File: src/rtl/cmp_cond_unit_pkg.sv
// Shared ALU comparator definitions: condition codes, flag bit positions,
// legal flag words and the output FSM state type.
package cmp_cond_unit_pkg;

  localparam logic [2:0] COND_EQ     = 3'd0;
  localparam logic [2:0] COND_NE     = 3'd1;
  localparam logic [2:0] COND_GT     = 3'd2;
  localparam logic [2:0] COND_LT     = 3'd3;
  localparam logic [2:0] COND_GE     = 3'd4;
  localparam logic [2:0] COND_LE     = 3'd5;
  localparam logic [2:0] COND_ALWAYS = 3'd6;
  localparam logic [2:0] COND_NEVER  = 3'd7;

  localparam int FLAG_EQ   = 0;
  localparam int FLAG_LT   = 1;
  localparam int FLAG_GT   = 2;
  localparam int FLAG_RSVD = 3;

  localparam logic [3:0] FLAGS_EQ = 4'b0001;
  localparam logic [3:0] FLAGS_LT = 4'b0010;
  localparam logic [3:0] FLAGS_GT = 4'b0100;

  typedef enum logic {
    ST_EMPTY = 1'b0,
    ST_FULL  = 1'b1
  } state_t;

  // A comparator word is legal only when exactly one relation bit is set.
  function automatic logic flags_legal(input logic [3:0] flags);
    return (flags == FLAGS_EQ) || (flags == FLAGS_LT) || (flags == FLAGS_GT);
  endfunction

endpackage

File: src/rtl/cmp_cond_unit_eval.sv
// Combinational branch-condition evaluator: (flags, cond) -> (true, err).
// Shared with the branch unit, so it carries no state.
module cmp_cond_eval
  import cmp_cond_unit_pkg::*;
(
  input  logic [3:0] i_flags,
  input  logic [2:0] i_cond,
  output logic       o_true,
  output logic       o_err
);

  logic w_legal;
  logic w_eq;
  logic w_lt;
  logic w_gt;
  logic w_raw;

  assign w_legal = flags_legal(i_flags);
  assign w_eq    = i_flags[FLAG_EQ];
  assign w_lt    = i_flags[FLAG_LT];
  assign w_gt    = i_flags[FLAG_GT];

  always_comb begin
    w_raw = 1'b0;
    case (i_cond)
      COND_EQ:     w_raw = w_eq;
      COND_NE:     w_raw = ~w_eq;
      COND_GT:     w_raw = w_gt;
      COND_LT:     w_raw = w_lt;
      COND_GE:     w_raw = w_gt | w_eq;
      COND_LE:     w_raw = w_lt | w_eq;
      COND_ALWAYS: w_raw = 1'b1;
      COND_NEVER:  w_raw = 1'b0;
      default:     w_raw = 1'b0;
    endcase
  end

  // An illegal word forces false even for ALWAYS.
  assign o_true = w_legal & w_raw;
  assign o_err  = ~w_legal;

endmodule

File: src/rtl/cmp_cond_unit.sv
// Consumer end of the ALU comparator interface: one-deep registered result
// stage with sticky error flag and saturating count of true handoffs.
module cmp_cond_unit
  import cmp_cond_unit_pkg::*;
#(
  parameter int CNT_W = 8
) (
  input  logic             clk,
  input  logic             rst_n,
  input  logic             in_valid,
  output logic             in_ready,
  input  logic [3:0]       in_flags,
  input  logic [2:0]       in_cond,
  output logic             out_valid,
  input  logic             out_ready,
  output logic             out_true,
  output logic             out_err,
  output logic [3:0]       out_flags,
  output logic             err_sticky,
  input  logic             err_clr,
  output logic [CNT_W-1:0] match_cnt,
  input  logic             cnt_clr
);

  localparam logic [CNT_W-1:0] CNT_MAX = '1;

  state_t           r_state;
  state_t           w_state_next;
  logic             r_out_true;
  logic             r_out_err;
  logic [3:0]       r_out_flags;
  logic             r_err_sticky;
  logic [CNT_W-1:0] r_match_cnt;

  logic w_eval_true;
  logic w_eval_err;
  logic w_in_ready;
  logic w_out_valid;
  logic w_capture;
  logic w_handoff;

  cmp_cond_eval u_eval (
    .i_flags (in_flags),
    .i_cond  (in_cond),
    .o_true  (w_eval_true),
    .o_err   (w_eval_err)
  );

  always_ff @(posedge clk) begin
    if (!rst_n) r_state <= ST_EMPTY;
    else        r_state <= w_state_next;
  end

  // Ready is gated by rst_n so nothing is accepted while reset is held.
  always_comb begin
    w_state_next = r_state;
    w_out_valid  = 1'b0;
    w_in_ready   = 1'b0;
    case (r_state)
      ST_EMPTY: begin
        w_in_ready = rst_n;
        if (in_valid) w_state_next = ST_FULL;
      end
      ST_FULL: begin
        w_out_valid = 1'b1;
        w_in_ready  = rst_n & out_ready;
        if (out_ready && !in_valid) w_state_next = ST_EMPTY;
      end
      default: w_state_next = ST_EMPTY;
    endcase
  end

  assign w_capture = in_valid & w_in_ready;
  assign w_handoff = w_out_valid & out_ready;

  always_ff @(posedge clk) begin
    if (!rst_n) begin
      r_out_true  <= 1'b0;
      r_out_err   <= 1'b0;
      r_out_flags <= 4'b0000;
    end else if (w_capture) begin
      r_out_true  <= w_eval_true;
      r_out_err   <= w_eval_err;
      r_out_flags <= in_flags;
    end
  end

  always_ff @(posedge clk) begin
    if (!rst_n)                      r_err_sticky <= 1'b0;
    else if (w_capture && w_eval_err) r_err_sticky <= 1'b1;
    else if (err_clr)                r_err_sticky <= 1'b0;
  end

  always_ff @(posedge clk) begin
    if (!rst_n || cnt_clr)
      r_match_cnt <= '0;
    else if (w_handoff && r_out_true && (r_match_cnt != CNT_MAX))
      r_match_cnt <= r_match_cnt + 1'b1;
  end

  assign in_ready   = w_in_ready;
  assign out_valid  = w_out_valid;
  assign out_true   = r_out_true;
  assign out_err    = r_out_err;
  assign out_flags  = r_out_flags;
  assign err_sticky = r_err_sticky;
  assign match_cnt  = r_match_cnt;

endmodule

File: config.mk
export PLATFORM = sky130hd
export DESIGN_NAME = cmp_cond_unit
export DESIGN_NICKNAME = d
export VERILOG_FILES = /design/src/rtl/cmp_cond_unit_pkg.sv /design/src/rtl/cmp_cond_unit_eval.sv /design/src/rtl/cmp_cond_unit.sv
export SDC_FILE = /design/constraint.sdc
export NUM_CORES = 1
export LEC_CHECK = 0
export CORE_UTILIZATION = 41
export CTS_BUF_LIST = sky130_fd_sc_hd__clkbuf_4 sky130_fd_sc_hd__clkbuf_8
export DETAILED_ROUTE_END_ITERATION = 10
export PLACE_DENSITY = 0.74
export SYNTH_ARGS = -nofsm -noshare
export SYNTH_HDL_FRONTEND = slang
export SYNTH_SLANG_ARGS = --single-unit
File: constraint.sdc
create_clock -name clk -period 1.4 [get_ports clk]
set_input_delay 0.35 -clock clk [delete_from_list [all_inputs] [get_ports clk]]
set_output_delay 0.35 -clock clk [all_outputs]
set_load 0.1 [all_outputs]
# Word level (Yosys, flattened, before mapping)
# Cells that the tools add are included.
# op_classes
addsub,1
n_mul,0
div_mod_pow,0
magnitude_cmp,0
n_eq_ne,11
n_shift,0
muxes,8
bitwise_logic,9
n_reduce_logical,11
# ops
cell,n
$eq A3 B3 Y1 const B,4
$add A8 B1 Y8 const B,1
$ne A8 B8 Y1 const B,1
$pmux W1 S8,1
$eq A3 B2 Y1 const B,2
$mux W1,5
$and A1 B1 Y1,4
$eq A4 B1 Y1 const B,1
$eq A4 B2 Y1 const B,1
$eq A4 B3 Y1 const B,1
$logic_and A1 B1 Y1,4
$pmux W1 S2,2
$eq A3 B1 Y1 const B,1
$logic_not A3 Y1,1
$logic_or A1 B1 Y1,3
$not A1 Y1,3
$logic_not A1 Y1,2
$or A1 B1 Y1,2
$reduce_bool A2 Y1,1
# word_totals
regBits,16
latch_bits,0
ram_bits,0
mem_bits_ro,0
output_inout_bits,17
elab_cells,46
memories,0

# Logic depth before layout (Yosys ltp)
# Gate-level depths: netlist (run 1).
# logic_depth
depth_word,6
mapped_depth,5
ltp_nobuf,5

# Hierarchy
# A second synthesis (run 1) with hierarchy kept.
# hier_totals
hier_cells,91
area_unflattened_um2,794.5
# modules_own_cells
mod,instances,cells_per_inst,area_per_inst_um2,seq_area_each_um2
cmp_cond_unit,1,78,715.7,320.3
cmp_cond_eval,1,13,78.8,0.0

# Worst setup path after synthesis (run 1)
# Ideal clock, no wire load.
# synth_timing
kind,reg-to-output
start,reg r_state
end,out in_ready
t_arrival_ns,1.819
required_ns,1.050
setup_slack_ns,-0.769
path_stages_with_launch,3
n_path_buf,0
cell_sequence,dfxtp_1 or2b_2 and2_1
# synth_via
elab_chain_cells,2
# synth_rtl
element,line_no,text
start: declaration,cmp_cond_unit.sv:27,state_t r_state;
start signal: assignment,cmp_cond_unit.sv:51,else r_state <= w_state_next;
$not A1 Y1,n/a,
$pmux W1 S2 *,cmp_cond_unit.sv:59,case (r_state)
end: declaration,cmp_cond_unit.sv:11,"output logic in_ready,"
# Mark *: on every way between the ends. The rest lies on a longest branch, timed or not.

# Worst setup path in the final report (run 1)
# Ends and elaborated chain as after synthesis.

==> flow_metrics.tcl, run 1 <==
set metrics [dict create \
    ys.flop_type "dfxtp_1" \
    crit_start "r_state$_SDFF_PN0_" \
    netlist-cell-type-count 33 \
    setup_slack_ps -165 \
    cts_tree "built" \
    tightest_slew_ps 285 \
    reg2regPathDepth 5 \
    routedWlPerCell_um 12.7 \
    die_w_um 45.6 \
    hold_viol_final 0 \
    grt_pass1_vias 802 \
    final_util_pct 81.2 \
    clk_latency_ps 290 \
    dp_hpwl_mm 1.62 \
    maxSlewHeadroom_pct 81.0 \
    grt.busiest_layer "met2" \
    cp_cell_sequence "or2b_4, and2_4, buf_12" \
    wl_mm 2.02 \
    synthSimpleGateAreaFrac_pct 28.5 \
    ctsRootBufferMaster "clkbuf_4" \
    grt_max_degree 10 \
    diodes 0 \
    muxShareOfSynthArea_pct 1.28 \
    synthAdderAreaFrac_pct 1.60 \
    core_um2 1760 \
    rows 15 \
    drt_iter0_markers 14 \
    total_leakage_power_nw 0.526 \
    drc 0 \
    cts.clk_slew.worst_paths_ps 100 \
    cpPeakStageDelay_ps 350 \
    worst_setup_path_start_kind "flip-flop" \
    grtUsageTotal_pct 22.5 \
    p_switching_mw 0.356 \
    worstPathRequired_ps 1050 \
    ys_ff_latch 16 \
    yosysTopAreaCellShare_pct 41.0 \
    grt_util_met1_pct 25.9 \
    endpoint_kind "output port" \
    rsz0062_at_grt "true" \
    sw_frac_of_total_pct 34.0 \
    yosys-top-cells-count "16 x dfxtp_1, 10 x nand3_1, 7 x nand2_1, 7 x o21ai_0, 6 x nor2_1" \
    reg2reg_slack_ps 70 \
    use_met2_pct 40.9 \
    netlist_area_um2 781 \
    vias 848 \
    maxSlewViolCount 0 \
    hp-class "flip-flop to flip-flop" \
    syn_to_final_growth_pct 83.5 \
    grt-ovfl-total 0 \
    avgSynthCellArea_um2 8.40 \
    yosysTopAreaCell "dfxtp_1" \
    die_h_um 45.6 \
    path_class "flip-flop to output port" \
    initial_utilization_pct 44.3 \
    max_clock_freq_ghz 0.639 \
    cts_sinks 16 \
    via_per_inst 5.33 \
    antenna_found_initial 0 \
    setup_tns_ps -165 \
    critical_path_arrival_ps 1220 \
    dp_slack_ps -395 \
    power_frac_clock_pct 24.1 \
    grt_pass1_wl_mm 3.39 \
    syn_inst 93 \
    portBuffers 29 \
    outcome "finished, violations left" \
    internal_power_mw 0.692 \
    violations "setup timing" \
    fin_crit_sh_pct 112 \
    setup.worst_path.end "in_ready" \
    postRouteAntennaNets 0 \
    synth_xor_area_share_pct 2.24 \
    reg2reg_to "match_cnt[5]$_SDFFE_PP0P_" \
    r2r-start "r_state$_SDFF_PN0_" \
    ioPinCount 30 \
    drt_first_pass_iters 4 \
    synth_top_family_by_area "simple AND/OR/NAND/NOR gates" \
    async_reset_ff_share_pct 0 \
    drive_gt1_share_pct 38.1 \
    finalPower_mw 1.05 \
    finClkSkew_ps 8.75 \
    setup_viol 1 \
    cts-hold-fix-buffers 0 \
    pwr-share-seq_pct 44.9 \
    drv_cap 0 \
    fill_cells 129 \
    place_congestion 0.833 \
    crit_slowest_cell "dfxtp_4" \
    die_area_um2 2080 \
    synth_nets 107 \
    p_comb_share_pct 31.0 \
    ys_top_cells_by_area "dfxtp_1 41%, nand3_1 6.4%, o21ai_0 4.5%, nand2_1 3.4%, nor2_1 2.9%" \
    yosysMostFrequentCell "dfxtp_1" \
    fin_crit_ps 1570 \
    cts_max_level 1 \
    synth_edf_count 0 \
    grtUsageMet3_pct 7.14 \
    clockBufferDepth 2 \
    nets 149 \
    ir_worst_vdd_mv 0.576 \
    numCtsBuffers 3 \
    crit_fanout 3 \
    hold_ws_ps 510 \
    synth-seq-area-share_pct 41.0 \
    ys_warn_count 0 \
    p_per_area_nw_per_um2 732 \
    synth-compound-area-share_pct 20.5 \
]
==> worst min path at each step <==
stage | start | end | slack, ps | cells after the start
after floorplan | in_valid | r_state$_SDFF_PN0_ | 480 | 2
after global placement | match_cnt[5]$_SDFFE_PP0P_ | match_cnt[5]$_SDFFE_PP0P_ | 480 | 1
after detailed placement | match_cnt[5]$_SDFFE_PP0P_ | match_cnt[5]$_SDFFE_PP0P_ | 490 | 1
after CTS | rst_n | err_sticky$_SDFFE_PN0P_ | 500 | 2
after global routing | rst_n | err_sticky$_SDFFE_PN0P_ | 510 | 2
final | match_cnt[5]$_SDFFE_PP0P_ | match_cnt[5]$_SDFFE_PP0P_ | 510 | 1
==> layout by cell type (no fill, tap or decap), drive strengths merged, types with 4 or more instances in the layout <==
| cell type | n |
|---|---|
| buf | 27 |
| dfxtp | 16 |
| nand3 | 11 |
| clkdlybuf4s50 | 10 |
| o21ai | 7 |
| nand2 | 7 |
| nor2 | 6 |
| inv | 5 |
| a21oi | 4 |
| nor3 | 4 |
==> repair_timing <==
item                                    in CTS  in global routing
gates resized for setup                      3                  1
setup buffers                                1                  0
endpoints found under the setup margin       4                  2
==> flip-flops by register name, indices dropped and copies added, names as in the netlist <==
name and cells:
out_true 1, r_state 1, match_cnt 8, err_sticky 1, out_flags 4, out_err 1
==> area by class of cell <==
class / instances / area, um2 / share of cell area (%)
Clock buffer: 3 / 22.5 / 1.57
Inverter: 5 / 18.8 / 1.31
Clock inverter: 1 / 3.75 / 0.262
Multi-Input combinational cell: 70 / 464 / 32.4
Sequential cell: 16 / 358 / 25.0
Tap cell: 25 / 31.3 / 2.18
Timing Repair Buffer: 39 / 534 / 37.3
==> routing by layer <==
metal | vias up | wire (um)
met5 | - | 0
met4 | 0 | 4
met3 | 2 | 98
met2 | 27 | 1100
met1 | 400 | 825
li1 | 419 | -
==> logic make-up after synthesis <==
logic type | count (synthesis)
AND/OR/NAND/NOR | 41
AO/OA/AOI/OAI | 25
flip-flops | 16
buffers and inverters | 7
XOR/XNOR | 2
multiplexers | 1
adder cells (fa/ha/maj) | 1
==> power groups by stage <==
| stage | Clock [mW] | Sequential (mW) | Combinational [mW] |
|---|---|---|---|
| floorplan | 0 | 0.589 | 0.0703 |
| CTS | 0.261 | 0.470 | 0.326 |
| finish | 0.253 | 0.470 | 0.325 |
| global route | 0.282 | 0.473 | 0.338 |
| global placement | 0 | 0.483 | 0.317 |
| detailed placement | 0 | 0.483 | 0.322 |
==> through the flow <==
stage	cell area, um2	std cells
final	1430	159
after global routing	1430	159
after CTS	1430	159
after detailed placement	1390	154
after global placement	1390	154
after floorplan	853	93
==> worst max-delay path: cells and delay by family (launching register included) <==
kind / cells / cell delay, ps
flip-flops: 1 / 350
buffers and inverters: 1 / 160
AND/OR/NAND/NOR: 2 / 420
(Power assumes the default switching activity.)
==> run 2, diff against run 1 <==
--- a/config.mk
+++ b/config.mk
@@ -7,6 +7,7 @@
 export LEC_CHECK = 0
 export CORE_UTILIZATION = 41
 export CTS_BUF_LIST = sky130_fd_sc_hd__clkbuf_4 sky130_fd_sc_hd__clkbuf_8
+export CTS_CLUSTER_SIZE = 20
 export DETAILED_ROUTE_END_ITERATION = 10
 export PLACE_DENSITY = 0.74
 export SYNTH_ARGS = -nofsm -noshare
==> results of run 2 <==
The final DEF is identical to that of run 1; final timing and power are the same.
==> run 3, diff against run 2 <==
==> constraint.sdc (replaced) <==
create_clock -name clk -period 1.4 [get_ports clk]
set_input_delay 0.35 -clock clk [delete_from_list [all_inputs] [get_ports clk]]
set_output_delay 0.35 -clock clk [all_outputs]
set_load 0.05 [all_outputs]
==> run 3 against run 2 <==
  * The run still ends with setup timing left
  * Combinational power decreased by 20%
  * Core utilization fell by 0.50 points
  * Die area unchanged
  * Worst hold slack improved by 7.0 ps
  * Maximum frequency up 1.0%
  * Critical path depth did not move
  * Design area fell by 0.61%
==> flow_metrics.tcl, run 3 (synthesis results as in run 1) <==
set metrics [dict create \
    die_w_um 45.6 \
    worst_setup_path_start_kind "flip-flop" \
    postRouteAntennaNets 0 \
    reg2regPathDepth 5 \
    cts_max_level 1 \
    pwr-share-seq_pct 45.9 \
    portBuffers 29 \
    p_per_area_nw_per_um2 734 \
    drc 0 \
    ctsRootBufferMaster "clkbuf_4" \
    die_h_um 45.6 \
    min_from "rst_n" \
    ioPinCount 30 \
    crit_family "simple AND/OR/NAND/NOR gates" \
    finClkSkew_ps 8.01 \
    final_util_pct 80.7 \
    sw_frac_of_total_pct 27.3 \
    clk_latency_ps 280 \
    reg2reg_slack_ps 90 \
    max_clock_freq_ghz 0.645 \
    initial_utilization_pct 44.3 \
    hold_viol_final 0 \
    power_frac_clock_pct 29.2 \
    setup_slack_ps -149 \
    rsz0062_at_grt "true" \
    via_per_inst 5.17 \
    hold_ws_ps 517 \
    endpoint_kind "output port" \
    crit_slowest_cell "dfxtp_4" \
    path_buf_inv 1 \
    crit_fanout 2 \
    min_to "err_sticky$_SDFFE_PN0P_" \
    nets 151 \
    internal_power_mw 0.759 \
    cts-hold-fix-buffers 0 \
    final_cell_mix "17 x buf_12, 11 x buf_4, 10 x nand3_1, 10 x clkdlybuf4s50_1, 7 x o21ai_0" \
    total_leakage_power_nw 0.557 \
    wl_mm 1.89 \
    rows 15 \
    outcome "finished, violations left" \
    p_comb_share_pct 24.9 \
    largest_reg_flops 8 \
    syn_to_final_growth_pct 82.4 \
    grt_pass1_vias 782 \
    path_class "flip-flop to output port" \
    grtUsageTotal_pct 22.0 \
    reg2reg_to "match_cnt[7]$_SDFFE_PP0P_" \
    drt_first_pass_iters 4 \
    vias 833 \
    p_switching_mw 0.285 \
    r2r-start "r_state$_SDFF_PN0_" \
    place_congestion 0.835 \
    grt_pass1_wl_mm 3.31 \
    ir_worst_vdd_mv 0.608 \
    maxSlewViolCount 0 \
    fin_crit_ps 1550 \
    violations "setup timing" \
    drive_gt1_share_pct 38.2 \
    cts.clk_slew.worst_paths_ps 100 \
    holdPathStages 2 \
    grt_max_degree 11 \
    maxSlewHeadroom_pct 73.5 \
    grt-ovfl-total 0 \
    tightest_slew_ps 393 \
    cp_cell_sequence "or2b_4, and2_4, buf_12" \
    dpl.cell_count 156 \
    dp_hpwl_mm 1.55 \
    die_area_um2 2080 \
    setup_tns_ps -149 \
    diodes 0 \
    cts_sinks 16 \
    worstPathRequired_ps 1050 \
    layout_commonest_cell "buf_12" \
    cpPeakStageDelay_ps 350 \
    antenna_found_initial 0 \
    drt_iter0_markers 18 \
    hp-class "input port to flip-flop" \
    final_cells 161 \
    clockBufferDepth 2 \
    setup_viol 1 \
    numCtsBuffers 3 \
    core_um2 1760 \
    routedWlPerCell_um 11.7 \
    fin_crit_sh_pct 111 \
    cts_tree "built" \
    drv_cap 0 \
    critical_path_arrival_ps 1200 \
]
## run 3: changes by cell type in the layout (fill, tap and decap cells not counted), sizes merged
cell           before  now
clkinv              1    0
clkdlybuf4s15       1    0
clkbuf              3    4
buf                27   29
dlygate4sd2         1    2
## run 3: power by group through the flow
| stage | Sequential (mW) | Combinational [mW] | Clock (mW) |
|---|---|---|---|
| after floorplan | 0.540 | 0.0600 | 0 |
| after global placement | 0.492 | 0.252 | 0 |
| after detailed placement | 0.493 | 0.256 | 0 |
| after CTS | 0.482 | 0.261 | 0.310 |
| after global routing | 0.482 | 0.278 | 0.330 |
| final | 0.479 | 0.260 | 0.305 |
## run 3: repair_timing
item                       CTS  global route
pin swaps                    0             2
setup buffers                1             0
gates resized for setup      5             5
setup endpoints to repair   12             6
## run 3: through the flow
step	cell area, um2	setup slack, ps	power [mW]
2_1_floorplan	805	8.86	0.600
4_1_cts	1410	-153	1.05
3_5_place_dp	1360	-429	0.749
3_3_place_gp	1360	-414	0.744
6_report	1420	-149	1.04
5_1_grt	1420	-184	1.09
## run 3: worst max path at each step
stage	startpoint	end	slack [ps]	depth (start not counted)
2_1_floorplan	r_state$_SDFF_PN0_	in_ready	9	2
4_1_cts	r_state$_SDFF_PN0_	in_ready	-150	3
3_5_place_dp	out_ready	match_cnt[5]$_SDFFE_PP0P_	-430	6
3_3_place_gp	out_ready	match_cnt[7]$_SDFFE_PP0P_	-410	6
6_report	r_state$_SDFF_PN0_	in_ready	-150	3
5_1_grt	r_state$_SDFF_PN0_	in_ready	-180	3
## run 3: layout make-up
| type | instances | area, um2 |
|---|---|---|
| fillers | 117 | 340 |
| flip-flops and latches | 16 | 345 |
| well taps | 25 | 31.3 |
| inverters | 5 | 18.8 |
| repair buffers | 41 | 552 |
| clock buffers | 4 | 36.3 |
| multi-input cells | 70 | 440 |
## run 3: worst reg2reg max path: stages (launching register included)
cell and delay (ps):
dfxtp_4 350, buf_4 110, nand3_2 80, nor4_1 400, a31oi_1 150, o21a_1 120
## run 3: layer usage
metal  GRT usage, %  share of wire [%]  vias up
li1               -                  -      424
met4           7.88                1.2        0
met5              0                  0        -
met1           27.8                 47      390
met2           36.6                 49       17
met3           4.76                3.5        2
==> patch 1 (settings of run 2) <==
The parameter `CNT_W` goes from 8 to 12.
--- a/src/rtl/cmp_cond_unit.sv
+++ b/src/rtl/cmp_cond_unit.sv
@@ -3,7 +3,7 @@
 module cmp_cond_unit
   import cmp_cond_unit_pkg::*;
 #(
-  parameter int CNT_W = 8
+  parameter int CNT_W = 12
 ) (
   input  logic             clk,
   input  logic             rst_n,
Interface: changed (resized match_cnt); port bits go from 30 to 34. The function was not compared with the original's and may differ.
==> patch 1 against run 2 <==
  * Critical endpoint is now match_cnt[8]$_SDFFE_PP0P_
  * Final area increased by 46%
  * The flow still finishes with violations (setup timing)
  * Die area is 26% higher
  * Power grew 23%
  * Highest routed layer unchanged
  * Sequential cell count increased by 4
  * Clock power increased by 22%
  * Area after synthesis is 27% higher
  * Routed wire length up 110%
  * Setup slack got worse by 40 ps
  * Count of clock-buffer cells in the layout did not move
==> patch 1: results (changes against run 2) <==
status: "finished, violations left"
violations: "setup timing"
io_buffers: 33  # +14%
p_leak_nw: 0.832  # +58%
cts.hold.buffers_added: 0  # unchanged
cts_buffer_depth: 2  # unchanged
syn-num-nets: 135  # +26%
fillers: 85  # -34%
holdCritPathClass: "primary input to register"
synth_flop_cell: "dfxtp_1"
num_vias: 1315  # +55%
max-vdd-ir-drop_mv: 0.800  # +39%
r2r-end: "match_cnt[8]$_SDFFE_PP0P_"
gp_congestion: 0.880  # +5.7%
yosys_warnings: 0  # unchanged
setup_viol: 14  # +13
hold_path_end: "out_flags[0]$_SDFFE_PN0P_"
clock_latency_ps: 330  # +40 ps
rr_worst_depth: 5  # unchanged
grt_start_max_net_pins: 12  # +2
clk_pin_slew_ps: 130  # +30 ps
nNetsFinal: 205  # +38%
finClkSkew_ps: 15.7  # +6.94 ps
min_path_cells: 4  # +3
final_layout_size_suffix_gt1_share_pct: 55.8  # +18 points
cts_htree_levels: 1  # unchanged
hold_start: "in_flags[0]"
largest_register_ffs: 12  # +4
drtIter0Drc: 49  # +35
dr.pass1.iters: 4  # unchanged
slew_headroom_pct: 71.1  # -9.9 points
r2r_start: "match_cnt[1]$_SDFFE_PP0P_"
synth_area_leaders: "dfxtp_1 (40%), o21ai_0 (5.5%), nand2_1 (4.2%)"
wl_um: 4300  # +110%
antenna_found_initial: 0  # unchanged
place_ws_ps: -558  # -163 ps
cp_max_fo: 4  # +1
ys_seq_area_share_pct: 40.3  # -0.72 points
ys_types: 38  # +15%
cts_root_buffer: "clkbuf_4"
numCtsBuffers: 3  # unchanged
dp_hpwl_um: 2570  # +59%
netlist_top_cells_count: "dfxtp_1 (20), nand2_1 (11), o21ai_0 (11)"
grt_pass1_wl_um: 5880  # +73%
setup_slack_ps: -205  # -39.7 ps
grt_util_all_layers_pct: 29.9  # +7.4 points
-- patch 1: cell types whose count changed after synthesis, moves of 4 or more --
cell      before  now
nand3_1       10    5
a21oi_1        4    8
clkbuf_1       0    4
dfxtp_1       16   20
nand2_1        7   11
nand4_1        0    4
o21ai_0        7   11
-- patch 1: per-stage QoR --
| stage | cells | hold WS [ps] | setup TNS (ps) | area [µm²] | power (mW) |
|---|---|---|---|---|---|
| after CTS | 217 | 514 | -1730 | 1970 | 1.24 |
| after global placement | 210 | 474 | -6670 | 1870 | 0.947 |
| final | 218 | 468 | -1190 | 2090 | 1.29 |
| after floorplan | 121 | 478 | -2460 | 1080 | 0.782 |
| after detailed placement | 210 | 492 | -7590 | 1870 | 0.955 |
| after global routing | 218 | 506 | -1840 | 2090 | 1.31 |
-- patch 1: final cells by class --
class | instances | area [µm²] | share of cell area, %
tap | 28 | 35.0 | 1.68
inverter | 6 | 22.5 | 1.08
clock buffer | 3 | 22.5 | 1.08
sequential | 20 | 453 | 21.7
timing repair buffer | 70 | 836 | 40.0
clock inverter | 1 | 3.75 | 0.180
multi-input combinational | 90 | 716 | 34.3
-- patch 1: kinds of logic (layout without fill, tap and decap cells) --
| kind of cell | after synthesis | count (layout) | synth area share [%] |
|---|---|---|---|
| simple gates | 51 | 51 | 29.2 |
| compound gates | 36 | 36 | 23.2 |
| xor+xnor | 1 | 1 | 0.882 |
| buf+inv | 11 | 80 | 4.16 |
| fa+ha+maj | 1 | 1 | 1.26 |
| flops | 20 | 20 | 40.3 |
| mux | 1 | 1 | 1.01 |
-- patch 1: worst max path at each step --
stage | from | end
6_report | match_cnt[1]$_SDFFE_PP0P_ | match_cnt[8]$_SDFFE_PP0P_
5_1_grt | match_cnt[1]$_SDFFE_PP0P_ | match_cnt[8]$_SDFFE_PP0P_
4_1_cts | match_cnt[1]$_SDFFE_PP0P_ | match_cnt[8]$_SDFFE_PP0P_
3_5_place_dp | out_ready | match_cnt[8]$_SDFFE_PP0P_
3_3_place_gp | out_ready | match_cnt[8]$_SDFFE_PP0P_
2_1_floorplan | match_cnt[1]$_SDFFE_PP0P_ | match_cnt[8]$_SDFFE_PP0P_
-- patch 1: report_power, final --
| part | internal, mW | switching (mW) |
|---|---|---|
| clock | 0.105 | 0.205 |
| sequential | 0.563 | 0.0176 |
| combinational | 0.167 | 0.233 |
-- patch 1: layer usage --
layer	GRT usage, %	wire, µm
met2	56.1	2220
met3	3.27	299
met5	0	0
met4	10.8	153
met1	34.4	1620
-- patch 1: critical path, cell delays in order (launching register included) --
cell,delay [ps]
dfxtp_4,380
ha_4,140
nand3_4,90
or3_4,410
or4_4,430
a21oi_2,120
-- patch 1: timing repair --
action                                  4_1_cts  5_1_grt
gates resized for setup                      15       27
pin swaps                                     6        7
setup buffers                                 3        2
endpoints found under the setup margin       18       15
==> patch 2 (flow settings as in run 2) <==
Without the edit above. Register the output `err_sticky` once more, cleared by the reset; this adds one clock of latency there. The other outputs are not delayed to match.
--- a/src/rtl/cmp_cond_unit.sv
+++ b/src/rtl/cmp_cond_unit.sv
@@ -103,7 +103,13 @@
   assign out_true   = r_out_true;
   assign out_err    = r_out_err;
   assign out_flags  = r_out_flags;
-  assign err_sticky = r_err_sticky;
+  always_ff @(posedge clk) begin
+    if (!rst_n) begin
+      err_sticky <= '0;
+    end else begin
+      err_sticky <= r_err_sticky;
+    end
+  end
   assign match_cnt  = r_match_cnt;
 
 endmodule
Formal check against the unedited RTL: not equivalent (a bounded check fails within 4 cycles, from zero or initial values and one cycle with rst_n low).
==> patch 2 against run 2 <==
  * Count of clock-buffer cells in the layout rose by 1
  * Sequential cell count rose by 1
  * Routed wire length fell by 1.1%
  * Power rose by 3.8%
  * Sequential share of layout area rose by 0.81 points
  * Final area rose by 2.3%
  * Sequential power rose by 6.6%
  * Area after synthesis rose by 3.2%
  * Via count fell by 1.7%
  * Setup slack improved by 190 ps
  * Critical path type is now primary input to output port
  * Largest cell class unchanged
==> patch 2: results (changes against run 2) <==
status: "finished, final reports clean"
holdCritPathClass: "register to register"
cts_root_buffer: "clkbuf_4"
grt_start_max_net_pins: 12  # +2
antennaDiodeCount: 0  # unchanged
gp_congestion: 0.863  # +3.6%
numCtsBuffers: 3  # unchanged
p_leak_nw: 0.605  # +15%
dp_hpwl_um: 1640  # +1.1%
clock_latency_ps: 280
grt_pass1_vias: 803  # +0.12%
io_buffers: 29  # unchanged
tightest_slew_ps: 295  # +9.88 ps
cp_max_fo: 3  # unchanged
drtIter0Drc: 11  # -3
synth.area.mux_share_pct: 3.73  # +2.4 points
ys_seq_area_share_pct: 42.2  # +1.2 points
nNetsFinal: 150  # +0.67%
dr.pass1.iters: 4  # unchanged
syn-num-nets: 110  # +2.8%
netlist_top_cells_count: "dfxtp_1 (17), nor2_1 (10), nand3_1 (9)"
yosys_warnings: 0  # unchanged
largest_register_ffs: 8  # unchanged
synth_area_leaders: "dfxtp_1 (42%), nand3_1 (5.6%), nor2_1 (4.7%)"
vias_per_cell: 5.21  # -2.3%
max-vdd-ir-drop_mv: 0.454  # -21%
clk_pin_slew_ps: 100  # about the same
grt_util_all_layers_pct: 22.7  # +0.15 points
power.density_nw_per_um2: 743  # +1.5%
cts_htree_levels: 1  # unchanged
synthArstFlopShare_pct: 0  # unchanged
fillers: 116  # -10%
synth_xor_area_share_pct: 2.17  # -0.070 points
wl_per_cell_um: 12.5  # -1.7%
worstPathArrival_ps: 1020  # -200 ps
synth_fa_ha_area_share_pct: 1.55  # -0.050 points
cts_buffer_depth: 2  # unchanged
grt_pass1_wl_um: 3370  # -0.80%
finalCritPeriodShare_pct: 98.1  # -14 points
antenna_found_initial: 0  # unchanged
placed_cell_area_um2: 1410  # +1.3%
ys_types: 31  # -6.1%
synth_compound_area_share_pct: 17.4  # -3.1 points
finClkSkew_ps: 2.53  # -6.22 ps
drc: 0  # unchanged
final_layout_size_suffix_gt1_share_pct: 37.0  # -1.0 points
patch 2: final cells by class:
cell class | count | area [µm²] | area share [%]
clock buffers | 4 | 30.0 | 2.05
inverters | 6 | 22.5 | 1.54
multi-input cells | 70 | 478 | 32.6
flip-flops and latches | 17 | 378 | 25.8
well taps | 25 | 31.3 | 2.13
repair buffers | 38 | 526 | 35.9
patch 2: final timing paths:
kind,from,end,slack (ps),cells after the start
setup / recovery,out_ready,in_ready,30,4
hold / removal,r_err_sticky$_SDFFE_PN0P_,err_sticky$_SDFF_PN0_,450,2
setup reg to reg,match_cnt[3]$_SDFFE_PP0P_,match_cnt[1]$_SDFFE_PP0P_,80,4
hold reg to reg,r_err_sticky$_SDFFE_PN0P_,err_sticky$_SDFF_PN0_,450,2
patch 2: through the flow:
| step | setup WS, ps | setup TNS [ps] | hold WS [ps] | cells | power [mW] |
|---|---|---|---|---|---|
| 3_3_place_gp | -353 | -2880 | 424 | 155 | 0.815 |
| 5_1_grt | -13.0 | -18.1 | 481 | 160 | 1.14 |
| 2_1_floorplan | -1.72 | -1.72 | 406 | 96 | 0.673 |
| 4_1_cts | 12.3 | 0 | 452 | 160 | 1.10 |
| 3_5_place_dp | -393 | -3580 | 434 | 155 | 0.821 |
| 6_report | 26.1 | 0 | 449 | 160 | 1.09 |
patch 2: repair_timing:
action                                  CTS  global route
endpoints found under the setup margin    4             2
pin swaps                                 0             2
resized for setup                         8             1
buffers inserted                          1             0
patch 2: routing by layer:
metal / GRT usage [%] / vias to the layer above / wire length (µm) / part of all wire, %
met4: 15.3 / 0 / 26 / 1.3
met1: 23.6 / 388 / 796 / 40
met2: 40.8 / 30 / 1110 / 55
met5: 0 / - / 0 / 0
li1: - / 414 / - / -
met3: 3.53 / 2 / 72 / 3.6
patch 2: cells by family after synthesis:
group	count (synthesis)
and+or+nand+nor	44
DFF	17
muxes	3
AOI/OAI and AO/OA	20
adders and majority gates	1
buffers and inverters	9
xor gates and xnor gates	2
patch 2: critical path, stage by stage:
cell and delay, ps:
clkdlybuf4s15_2 210, nand2b_4 150, and2_4 160, buf_12 160
patch 2: power breakdown:
part           switching [mW]  internal [mW]  total [mW]  leakage [nW]
clock                   0.147          0.130       0.276        0.0184
combinational           0.180          0.131       0.310         0.440
sequential             0.0177          0.484       0.501         0.146
